<file path="config.mk">
export PLATFORM = sky130hd
export DESIGN_NAME = lut_fifo_ctrl_flat
export DESIGN_NICKNAME = d
export VERILOG_FILES = /design/src/rtl/lut_fifo_ctrl_if.sv /design/src/rtl/lut_fifo_ctrl.sv /design/src/flat_wrapper.sv
export SDC_FILE = /design/constraint.sdc
export NUM_CORES = 1
export LEC_CHECK = 0
export BUFFER_PORTS_ARGS = -buffer_cell sky130_fd_sc_hd__buf_2
export CORE_MARGIN = 8
export CORE_UTILIZATION = 42
export DETAILED_ROUTE_END_ITERATION = 16
export HOLD_SLACK_MARGIN = 0.12
export PLACE_DENSITY = 0.87
export SLEW_MARGIN = 20
export SYNTH_ARGS = -nofsm -noshare
export SYNTH_HDL_FRONTEND = slang
export SYNTH_SLANG_ARGS = --single-unit
</file>
<file path="constraint.sdc">
create_clock -name iCLK -period 3.3 [get_ports iCLK]
set_input_delay 0.165 -clock iCLK [delete_from_list [all_inputs] [get_ports iCLK]]
set_output_delay 0.165 -clock iCLK [all_outputs]
set_load 0.1 [all_outputs]
</file>
<file path="src/rtl/lut_fifo_ctrl_if.sv">
// lut_fifo_ctrl_if -- bundles the FIFO user handshake and the LUT RAM ports
// of lut_fifo_ctrl.
//
// Signal names match the controller's original port names.
//
// Push side:
//   iWD, iWE     push data / request
//   oFull        no free entry
//   oAlmostFull  level at or above threshold
//
// Pop side:
//   oRD          head-of-FIFO data, first-word fall-through
//   iRE          pop request
//   oEmpty       no valid entry
//   oCount       current level
//
// RAM side:
//   oRamWD, oRamWA, oRamWE  RAM write port
//   oRamRA, iRamRD          RAM asynchronous read port
//
// Modports:
//   slave   the controller
//   master  the surrounding logic (user plus RAM)

interface lut_fifo_ctrl_if #(
  parameter int pBitWidth  = 32,
  parameter int pAddrWidth = 8
);
  logic [pBitWidth-1:0]  iWD;
  logic                  iWE;
  logic                  oFull;
  logic                  oAlmostFull;
  logic [pBitWidth-1:0]  oRD;
  logic                  iRE;
  logic                  oEmpty;
  logic [pAddrWidth:0]   oCount;
  logic [pBitWidth-1:0]  oRamWD;
  logic [pAddrWidth-1:0] oRamWA;
  logic                  oRamWE;
  logic [pAddrWidth-1:0] oRamRA;
  logic [pBitWidth-1:0]  iRamRD;

  modport slave (
    input  iWD, iWE, iRE, iRamRD,
    output oFull, oAlmostFull, oRD, oEmpty, oCount,
           oRamWD, oRamWA, oRamWE, oRamRA
  );

  modport master (
    output iWD, iWE, iRE, iRamRD,
    input  oFull, oAlmostFull, oRD, oEmpty, oCount,
           oRamWD, oRamWA, oRamWE, oRamRA
  );
endinterface

</file>
<file path="src/rtl/lut_fifo_ctrl.sv">
// lut_fifo_ctrl -- FIFO controller around an external zero-read-latency
// LUT RAM.
//
// The controller owns the pointers and flags. Data never passes through a
// register: pushes go straight to the RAM write port, and the head word is
// read back asynchronously. A pushed word is therefore visible on oRD one
// cycle later.
//
// Parameters:
//   pBuffDepth   depth in words; power of two, >= 2
//   pBitWidth    data width
//   pAddrWidth   log2(pBuffDepth)
//   pAlmostFull  oAlmostFull threshold, 1..pBuffDepth
//
// Ports:
//   iCLK  clock, rising edge
//   iRST  synchronous active-high reset
//   bus   lut_fifo_ctrl_if.slave (push, pop, RAM signals)
//
// Build option:
//   LUT_FIFO_ERR_FLAG_EN
//     Adds sticky oOvf (push while full) and oUdf (pop while empty).
//     Both flags are cleared by iRST.

module lut_fifo_ctrl #(
  parameter int pBuffDepth  = 256,
  parameter int pBitWidth   = 32,
  parameter int pAddrWidth  = 8,
  parameter int pAlmostFull = 240
) (
  input  logic           iCLK,
  input  logic           iRST,
  lut_fifo_ctrl_if.slave bus
`ifdef LUT_FIFO_ERR_FLAG_EN
  ,
  output logic           oOvf,
  output logic           oUdf
`endif
);

  if (pBuffDepth != (1 << pAddrWidth) || pBuffDepth < 2) begin : gBadDepth
    $error("lut_fifo_ctrl: pBuffDepth must be 2**pAddrWidth and >= 2");
  end
  if (pAlmostFull < 1 || pAlmostFull > pBuffDepth) begin : gBadAlmostFull
    $error("lut_fifo_ctrl: pAlmostFull out of range 1..pBuffDepth");
  end

  localparam logic [pAddrWidth:0] cAlmostFull = (pAddrWidth+1)'(pAlmostFull);

  // Pointers carry one extra wrap bit so full and empty are distinguishable.
  logic [pAddrWidth:0]   wPtr;
  logic [pAddrWidth:0]   rPtr;
  logic [pAddrWidth:0]   level;
  logic                  full;
  logic                  empty;
  logic                  pushOk;
  logic                  popOk;
  logic [pBitWidth-1:0]  pushData;
  logic [pBitWidth-1:0]  headData;

  // Flags and level come only from the pointer registers.
  assign empty = (wPtr == rPtr);
  assign full  = (wPtr[pAddrWidth] != rPtr[pAddrWidth]) &&
                 (wPtr[pAddrWidth-1:0] == rPtr[pAddrWidth-1:0]);
  assign level = wPtr - rPtr;

  // Each request is qualified against the pre-edge flags on its own. A
  // simultaneous push and pop on a full FIFO keeps only the pop, and on an
  // empty FIFO keeps only the push.
  assign pushOk = bus.iWE & ~full;
  assign popOk  = bus.iRE & ~empty;

  assign pushData = bus.iWD;
  assign headData = bus.iRamRD;

  always_comb begin
    bus.oFull       = full;
    bus.oEmpty      = empty;
    bus.oCount      = level;
    bus.oAlmostFull = (level >= cAlmostFull);
    bus.oRamWD      = pushData;
    bus.oRamWA      = wPtr[pAddrWidth-1:0];
    bus.oRamWE      = pushOk & ~iRST;
    bus.oRamRA      = rPtr[pAddrWidth-1:0];
    bus.oRD         = headData;
  end

  always_ff @(posedge iCLK) begin
    if (iRST) begin
      wPtr <= '0;
      rPtr <= '0;
    end else begin
      if (pushOk) wPtr <= wPtr + 1'b1;
      if (popOk)  rPtr <= rPtr + 1'b1;
    end
  end

`ifdef LUT_FIFO_ERR_FLAG_EN
  always_ff @(posedge iCLK) begin
    if (iRST) begin
      oOvf <= 1'b0;
      oUdf <= 1'b0;
    end else begin
      if (bus.iWE && full)  oOvf <= 1'b1;
      if (bus.iRE && empty) oUdf <= 1'b1;
    end
  end
`endif

endmodule

</file>
<file path="src/flat_wrapper.sv">
// flat-port wrapper written by rule: the top's interface ports become plain ports
module lut_fifo_ctrl_flat 
#(
  parameter int pBuffDepth  = 256,
  parameter int pBitWidth   = 32,
  parameter int pAddrWidth  = 8,
  parameter int pAlmostFull = 240
)
  (iCLK, iRST, bus_iWD, bus_iWE, bus_iRE, bus_iRamRD, bus_oFull, bus_oAlmostFull, bus_oRD, bus_oEmpty, bus_oCount, bus_oRamWD, bus_oRamWA, bus_oRamWE, bus_oRamRA);
  lut_fifo_ctrl_if #(.pBitWidth(pBitWidth), .pAddrWidth(pAddrWidth)) bus_i ();
  input  logic iCLK;
  input  logic iRST;
  input wire logic [$bits(bus_i.iWD)-1:0] bus_iWD;
  input wire logic [$bits(bus_i.iWE)-1:0] bus_iWE;
  input wire logic [$bits(bus_i.iRE)-1:0] bus_iRE;
  input wire logic [$bits(bus_i.iRamRD)-1:0] bus_iRamRD;
  output wire logic [$bits(bus_i.oFull)-1:0] bus_oFull;
  output wire logic [$bits(bus_i.oAlmostFull)-1:0] bus_oAlmostFull;
  output wire logic [$bits(bus_i.oRD)-1:0] bus_oRD;
  output wire logic [$bits(bus_i.oEmpty)-1:0] bus_oEmpty;
  output wire logic [$bits(bus_i.oCount)-1:0] bus_oCount;
  output wire logic [$bits(bus_i.oRamWD)-1:0] bus_oRamWD;
  output wire logic [$bits(bus_i.oRamWA)-1:0] bus_oRamWA;
  output wire logic [$bits(bus_i.oRamWE)-1:0] bus_oRamWE;
  output wire logic [$bits(bus_i.oRamRA)-1:0] bus_oRamRA;
  assign bus_i.iWD = bus_iWD;
  assign bus_i.iWE = bus_iWE;
  assign bus_i.iRE = bus_iRE;
  assign bus_i.iRamRD = bus_iRamRD;
  assign bus_oFull = bus_i.oFull;
  assign bus_oAlmostFull = bus_i.oAlmostFull;
  assign bus_oRD = bus_i.oRD;
  assign bus_oEmpty = bus_i.oEmpty;
  assign bus_oCount = bus_i.oCount;
  assign bus_oRamWD = bus_i.oRamWD;
  assign bus_oRamWA = bus_i.oRamWA;
  assign bus_oRamWE = bus_i.oRamWE;
  assign bus_oRamRA = bus_i.oRamRA;
  lut_fifo_ctrl #(.pBuffDepth(pBuffDepth), .pBitWidth(pBitWidth), .pAddrWidth(pAddrWidth), .pAlmostFull(pAlmostFull)) u_core (.iCLK(iCLK), .iRST(iRST), .bus(bus_i));
endmodule
</file>
Word level (Yosys, flattened, before mapping) --
Index checks and enable logic that the tools add are counted.
Storage, ports and cells: flip-flop bits (word level) 18, input bits 68, output and inout port bits 93, word-level logic and storage cells 16
Cells by class: add/subtract/negate cells 3, $lt $le $gt $ge 1, equality and inequality tests 3, bitwise logic cells 6, reduce and logical (&&, ||, !) cells 1
Operators with widths (count):
- adder 9 x 1 -> 9 bit, second input constant | 2
- equality test 9 bit | 1
- greater-or-equal comparator 9 x 8 -> 1 bit, second input constant | 1
- subtractor 9 bit | 1
- equality test 8 bit | 1
- bitwise AND 1 bit | 3
- NOT 1 bit | 3
- logical AND 1 bit | 1
- inequality test 1 bit | 1

Depth between registers and ports, before layout --
Gate-level depths: netlist of run 1.
depth in word-level cells 5, gate-level depth with buffers 10

Least setup slack after synthesis of run 1 --
No wires, ideal clock.
path kind register to output, start point reg u_core.wPtr[0], end point out bus_oAlmostFull, data arrival time 3668 ps, required time 3135 ps, path slack -533 ps, stages on the path, launching flop included 10, path buffers 0, path through dfxtp_1 > inv_1 > ha_1 > inv_1 > fa_1 > a211oi_1 > nor2_1 > a221oi_1 > xnor2_1 > a41o_1
Between the ends: longest elaborated chain between the ends 2
RTL lines:
- start: declaration | line lut_fifo_ctrl.sv:51 | logic [pAddrWidth:0] wPtr;
- start signal: assignment | line lut_fifo_ctrl.sv:93 | if (pushOk) wPtr <= wPtr + 1'b1;
- subtractor 9 bit | line lut_fifo_ctrl.sv:65 | assign level = wPtr - rPtr;
- via bus_oCount[8] | line flat_wrapper.sv:21 | output wire logic [$bits(bus_i.oCount)-1:0] bus_oCount;
- greater-or-equal comparator 9 x 8 -> 1 bit | line lut_fifo_ctrl.sv:80 | bus.oAlmostFull = (level >= cAlmostFull);
- end: declaration | line flat_wrapper.sv:18 | output wire logic [$bits(bus_i.oAlmostFull)-1:0] bus_oAlmostFull;
The timed path passes the listed nets, and every way through them passes these cells.

Worst setup path after layout of run 1 --
start point reg u_core.rPtr[0], end point out bus_oAlmostFull
Between the ends: longest elaborated chain between the ends 2
RTL lines:
- start: declaration | line lut_fifo_ctrl.sv:52 | logic [pAddrWidth:0] rPtr;
- start signal: assignment | line lut_fifo_ctrl.sv:94 | if (popOk) rPtr <= rPtr + 1'b1;
- subtractor 9 bit | line lut_fifo_ctrl.sv:65
- greater-or-equal comparator 9 x 8 -> 1 bit | line lut_fifo_ctrl.sv:80
No other way between the ends.

==> qor.txt, run 1 <==
Synth-to-layout area growth = -18.2%
Setup crit end kind = primary output
GPL Wtd Cong = 0.869
Max-Cap Viols = 0
Core area = 4320 um2
Syn Nets = 314
Synth cell types = 33
Synth top area share = 32.0%
Initial Utilization = 43.3%
NetSw = 0.000566 W
Die span in y = 82.8 um
DRT iter0 DRCs = 123
Synth area leader = buf_4
Number of flops mapped to enable cells by yosys = 0
CP max FO = 7
Internal power = 0.000424 W
CTS root buf = clkbuf_8
Post-DR vias/cell = 5.36
Clock share of power = 18.1%
H-Tree Depth = 1
Grt ovf = 0
TritonCTS Buffers = 3
Synth async-reset ratio = 0%
Post_cts resized = 0
Critical path startpoint = u_core.rPtr[0]$_SDFFE_PP0P_
I/O Buffers = 32
Half-perimeter wire length after placement = 3030 um
Crit Path Category = reg -> out
Outcome = complete, no violations
Max Clk Rate = 0.323 GHz
Die X = 82.8 um
Total clock sinks = 18
Period utilization = 93.8%
Post-Place Setup Slack = 0.555 ns
GRT Resource Usage Total = 10.4%
Tmin final = 3.09 ns
Wirelength per Cell = 15.9 um
Io pins = 161
Comb pwr share = 58.1%
Pwr dens = 646 nW/um2
Leak Pwr = 0.676 nW
Critical Path Start Type = register
Worst reg2reg setup slack = 1.10 ns
Area contributors post-synth = buf_4 (32%), dfxtp_1 (19%), ha_1 (6.7%)
Design area = 1530 um2
DR vias = 1275
Largest net degree at the start of global routing = 20
RSZ-0062 raised after global routing = false
Antenna fix cells = 0
Post-DP Area = 1480 um2
First-pass GRT wire length = 6140 um
Clk_skew = 0.00352 ns
Worst hold start = bus_iRE
Vias in the first global route = 1285
Drt first pass iters = 4
Setup TNS Final = 0 ns
Final worst slack = 0.206 ns
Fin. Hold Viols = 0
Initial antenna violation count = 0
Reg clk slew, reported paths = 0.07 ns
Synthesized cell area = 1870 um2
Mapped Cells = 235
Share of cells above drive strength 1 = 24.7%
Main synth FF type = dfxtp_1
Clock Latency Late Sink = 0.25 ns
Slew @ Worst Pin = 0.541 ns
Wirelength, routed = 3790 um
Max Transition Viols Final = 0
Hold Buf Count CTS = 0
Critical R2R Launch = u_core.rPtr[2]$_SDFFE_PP0P_
Sw Ratio = 57.2%
Floorplan row count = 24
Final Net Count = 266
Final ANT Viol Nets = 0
FF+latch count, synth = 18
Max_slew headroom = 63.7%
Syn avg cell area = 7.98 um2
Arrival time worst endpoint = 2.93 ns
Worst vdd ir = 0.000359 V
Final core occ = 35.5%
Postcts setup bufs = 0
Worst Hold Class = in -> reg
Part of the Yosys area used for sequential elements = 19.2%
CTS tree = yes
Die area = 6860 um2
Bufs on Longest Clock Path = 2
Synth Warn # = 0
Sequential Power Share = 23.8%
Setup Viol. Count Final = 0
CP Data Required Time = 3.13 ns
Residual DRC count = 0
==> placed cells by master (no fill, tap or decap), drive strengths merged <==
cell type,Yosys,routed
a22oi,1,1
o211ai,1,1
inv,14,14
and4,1,1
nor2,20,20
buf,84,32
a41o,2,2
nand4,7,7
a21oi,10,10
xnor2,14,14
dfxtp,18,18
o21ai,6,6
nand2b,3,3
a221oi,1,1
clkbuf,1,4
a211oi,2,2
o21bai,1,1
xor2,6,6
nor3,5,5
nand2,9,9
ha,10,10
a21o,2,2
a41oi,2,2
and3,1,1
fa,1,1
nand3,8,8
mux2i,1,1
o21a,1,1
or3,3,3
==> per-stage QoR <==
| stage | total power (W) | instances | hold WS [ns] |
|---|---|---|---|
| floorplan | 0.00111 | 235 | 0.395 |
| global route | 0.00103 | 238 | 0.311 |
| CTS | 0.000995 | 238 | 0.291 |
| global placement | 0.000809 | 234 | 0.331 |
| finish | 0.000990 | 238 | 0.289 |
| detailed placement | 0.000814 | 234 | 0.331 |
==> state kept, by name, indices dropped and copies added (netlist names) <==
register and count:
u_core.rPtr 9, u_core.wPtr 9
==> final cells by class <==
class	instances	area (um2)
timing repair buffer	32	160
tap	52	65.1
multi-input combinational	118	841
inverter	14	52.6
clock buffer	4	55.1
fill	466	2790
sequential	18	360
==> synth_stat cells (all sizes together) (2+ instances only) <==
cell type and count:
a211oi 2, xor2 6, nand2b 3, nor3 5
nand4 7, or3 3, nor2 20, ha 10
inv 14, nand3 8, a41o 2, buf 84
xnor2 14, nand2 9, a21o 2, a21oi 10
dfxtp 18, a41oi 2, o21ai 6
==> critical path: stages, from the launching register on <==
cell	delay, ns
dfxtp_1	0.48
ha_1	0.21
inv_1	0.05
fa_1	0.42
a211oi_1	0.27
nor2_1	0.14
a221oi_1	0.42
xnor2_2	0.16
a41o_1	0.10
buf_2	0.42
==> power groups by stage <==
stage | Combinational, W | Sequential, W | Clock [W]
final | 0.000575 | 0.000236 | 0.000179
after global routing | 0.000598 | 0.000237 | 0.000191
after CTS | 0.000577 | 0.000235 | 0.000183
after detailed placement | 0.000574 | 0.000240 | 0
after global placement | 0.000570 | 0.000239 | 0
after floorplan | 0.000875 | 0.000238 | 0
==> path summary, 6_finish.rpt <==
kind | to | cells after the start
setup / recovery | bus_oAlmostFull | 9
hold / removal | u_core.rPtr[2]$_SDFFE_PP0P_ | 4
setup reg to reg | u_core.wPtr[3]$_SDFFE_PP0P_ | 6
hold reg to reg | u_core.wPtr[0]$_SDFFE_PP0P_ | 2
==> metal layers <==
metal / routed length, um / vias up / track usage [%]
met3: 420 / 30 / 5.76
met2: 1630 / 55 / 15.8
met5: 0 / - / 0
li1: - / 604 / -
met1: 1550 / 586 / 10.8
met4: 187 / 0 / 7.35
==> cells by family (layout without fill, tap and decap cells) <==
group,count (synthesis),in the layout,synth area share [%]
mux,1,1,0.534
fa+ha+maj,11,11,7.74
xor+xnor,20,20,9.35
compound gates,29,29,10.3
flops,18,18,19.2
buf+inv,99,50,37.0
simple gates,57,57,15.8
Power figures use the tool's default switching activity.
==> run 2: changes to the inputs <==
--- a/config.mk
+++ b/config.mk
@@ -7,10 +7,11 @@
 export LEC_CHECK = 0
 export BUFFER_PORTS_ARGS = -buffer_cell sky130_fd_sc_hd__buf_2
 export CORE_MARGIN = 8
-export CORE_UTILIZATION = 42
+export CORE_UTILIZATION = 31
 export DETAILED_ROUTE_END_ITERATION = 16
 export HOLD_SLACK_MARGIN = 0.12
-export PLACE_DENSITY = 0.87
+export PLACE_DENSITY = 0.67
+export SKIP_CTS_REPAIR_TIMING = 1
 export SLEW_MARGIN = 20
 export SYNTH_ARGS = -nofsm -noshare
 export SYNTH_HDL_FRONTEND = slang
==> constraint.sdc (replaced) <==
create_clock -name iCLK -period 3.6 [get_ports iCLK]
set_input_delay 0.18 -clock iCLK [delete_from_list [all_inputs] [get_ports iCLK]]
set_output_delay 0.18 -clock iCLK [all_outputs]
set_load 0.1 [all_outputs]
==> qor.txt, run 2 (same netlist as run 1, synthesis figures left out) <==
Vias in the first global route = 1196 (-6.9%)
Die span in y = 93.8 um (+13%)
DR vias = 1227 (-3.8%)
Tmin final = 3.08 ns
Pwr dens = 578 nW/um2 (-10%)
Largest net degree at the start of global routing = 20 (unchanged)
Path depth of the worst reg2reg path = 6 (unchanged)
Antenna fix cells = 0 (unchanged)
Max-Cap Viols = 0 (unchanged)
Clock share of power = 18.3% (+0.2 points)
Io pins = 161 (unchanged)
Internal power = 0.000388 W (-8.4%)
Clock Latency Late Sink = 0.25 ns (about the same)
Fin. Hold Viols = 0 (unchanged)
CP Data Required Time = 3.42 ns (+0.29 ns)
Commonest non-fill, non-tap cell in the layout = buf_2
Residual DRC count = 0 (unchanged)
Half-perimeter wire length after placement = 2910 um (-3.8%)
Period utilization = 85.6%
Final ANT Viol Nets = 0 (unchanged)
Final Net Count = 266 (unchanged)
I/O Buffers = 32 (unchanged)
Post-DR vias/cell = 4.70 (-12%)
Outcome = complete, no violations
Reg area = 360 um2 (unchanged)
Critical R2R Launch = u_core.rPtr[1]$_SDFFE_PP0P_
Setup TNS Final = 0 ns (unchanged)
Leak Pwr = 0.676 nW (unchanged)
Core area = 5890 um2 (+36%)
Worst R2R End = u_core.wPtr[3]$_SDFFE_PP0P_
Max_slew headroom = 62.1% (-1.6 points)
Wirelength per Cell = 14.2 um (-11%)
RSZ-0062 raised after global routing = false
Wirelength, routed = 3700 um (-2.5%)
Area of the multi-input gates = 841 um2 (unchanged)
Worst reg2reg setup slack = 1.43 ns (+0.33 ns)
Slew @ Worst Pin = 0.565 ns (+0.0240 ns)
Most frequent cells in the layout = buf_2 (32), nor2_1 (19), dfxtp_1 (18)
DRT iter0 DRCs = 70 (-43%)
CTS root buf = clkbuf_8
Critical Path Start Type = register
Comb pwr share = 57.8% (-0.3 points)
H-Tree Depth = 1 (unchanged)
Share of cells above drive strength 1 = 24.7% (unchanged)
Sw Ratio = 57.0% (-0.16 points)
Drt first pass iters = 4 (unchanged)
Arrival time worst endpoint = 2.90 ns (-0.03 ns)
Die area = 8790 um2 (+28%)
Max Transition Viols Final = 0 (unchanged)
Initial Utilization = 31.8% (-11 points)
Clk_skew = 0.00230 ns (-0.00122 ns)
Initial antenna violation count = 0 (unchanged)
Die X = 93.8 um (+13%)
Grt ovf = 0 (unchanged)
Setup crit end kind = primary output
Bufs on Longest Clock Path = 2 (unchanged)
First-pass GRT wire length = 6000 um (-2.2%)
Setup Viol. Count Final = 0 (unchanged)
GRT Resource Usage Total = 8.37% (-2.1 points)
NetSw = 0.000515 W (-9.0%)
Worst Hold Class = in -> reg
Fillcell total = 658 (+41%)
Synth-to-layout area growth = -16.6%
Critical path startpoint = u_core.rPtr[0]$_SDFFE_PP0P_
CP max FO = 7 (unchanged)
Sequential Power Share = 23.9% (about the same)
Reg clk slew, reported paths = 0.07 ns (about the same)
CP endpoint = bus_oAlmostFull
Total clock sinks = 18 (unchanged)
TritonCTS Buffers = 3 (unchanged)
Top Registers = u_core.rPtr (9), u_core.wPtr (9)
CTS tree = yes
Crit Path Category = reg -> out
Max Clk Rate = 0.324 GHz
Floorplan row count = 28 (+17%)
Worst vdd ir = 0.000316 V (-12%)
Final core occ = 26.6% (-8.9 points)
GPL Wtd Cong = 0.784 (-9.8%)
run 2: worst max-delay path, cell delays in order, from the launching register on:
cell and delay [ns]:
dfxtp_1 0.46, ha_1 0.21, inv_1 0.05, fa_1 0.42
a211oi_1 0.23, nor2_1 0.13, a221oi_1 0.46, xnor2_2 0.17
a41o_1 0.11, buf_2 0.42
run 2: layer usage:
layer,track usage (%),share of wire (%)
met1,9.90,47
met2,13.2,44
met3,3.12,8.1
met4,3.70,1.4
met5,0,0
run 2: worst min-delay path by stage:
| stage | slack, ns | cells after the start | to | startpoint |
|---|---|---|---|---|
| 6_report | 0.31 | 2 | u_core.wPtr[2]$_SDFFE_PP0P_ | iRST |
| 5_1_grt | 0.32 | 2 | u_core.rPtr[6]$_SDFFE_PP0P_ | iRST |
| 4_1_cts | 0.32 | 2 | u_core.wPtr[2]$_SDFFE_PP0P_ | iRST |
| 3_5_place_dp | 0.36 | 0 | bus_oRD[0] | bus_iRamRD[0] |
| 3_3_place_gp | 0.36 | 0 | bus_oRD[0] | bus_iRamRD[0] |
| 2_1_floorplan | 0.41 | 3 | u_core.rPtr[2]$_SDFFE_PP0P_ | bus_iRE |
run 2: power groups by stage:
| stage | combinational, W | sequential [W] | clock, W |
|---|---|---|---|
| floorplan | 0.000802 | 0.000218 | 0 |
| global placement | 0.000524 | 0.000219 | 0 |
| detailed placement | 0.000525 | 0.000220 | 0 |
| CTS | 0.000526 | 0.000215 | 0.000170 |
| global route | 0.000546 | 0.000217 | 0.000184 |
| finish | 0.000522 | 0.000216 | 0.000166 |
run 2: through the flow:
stage	hold WS [ns]	total power (W)	setup slack [ns]	instance area (um2)	instances
global placement	0.361	0.000743	0.915	1510	257
detailed placement	0.361	0.000745	0.823	1510	257
floorplan	0.410	0.00102	0.334	1900	235
CTS	0.318	0.000911	0.538	1560	261
finish	0.312	0.000903	0.518	1560	261
global route	0.321	0.000948	0.354	1560	261
run 2: layout make-up:
type / count / area share, %
timing repair buffer: 32 / 10.2
sequential: 18 / 23.1
tap: 75 / 6.00
multi-input combinational: 118 / 53.8
clock buffer: 4 / 3.52
inverter: 14 / 3.36
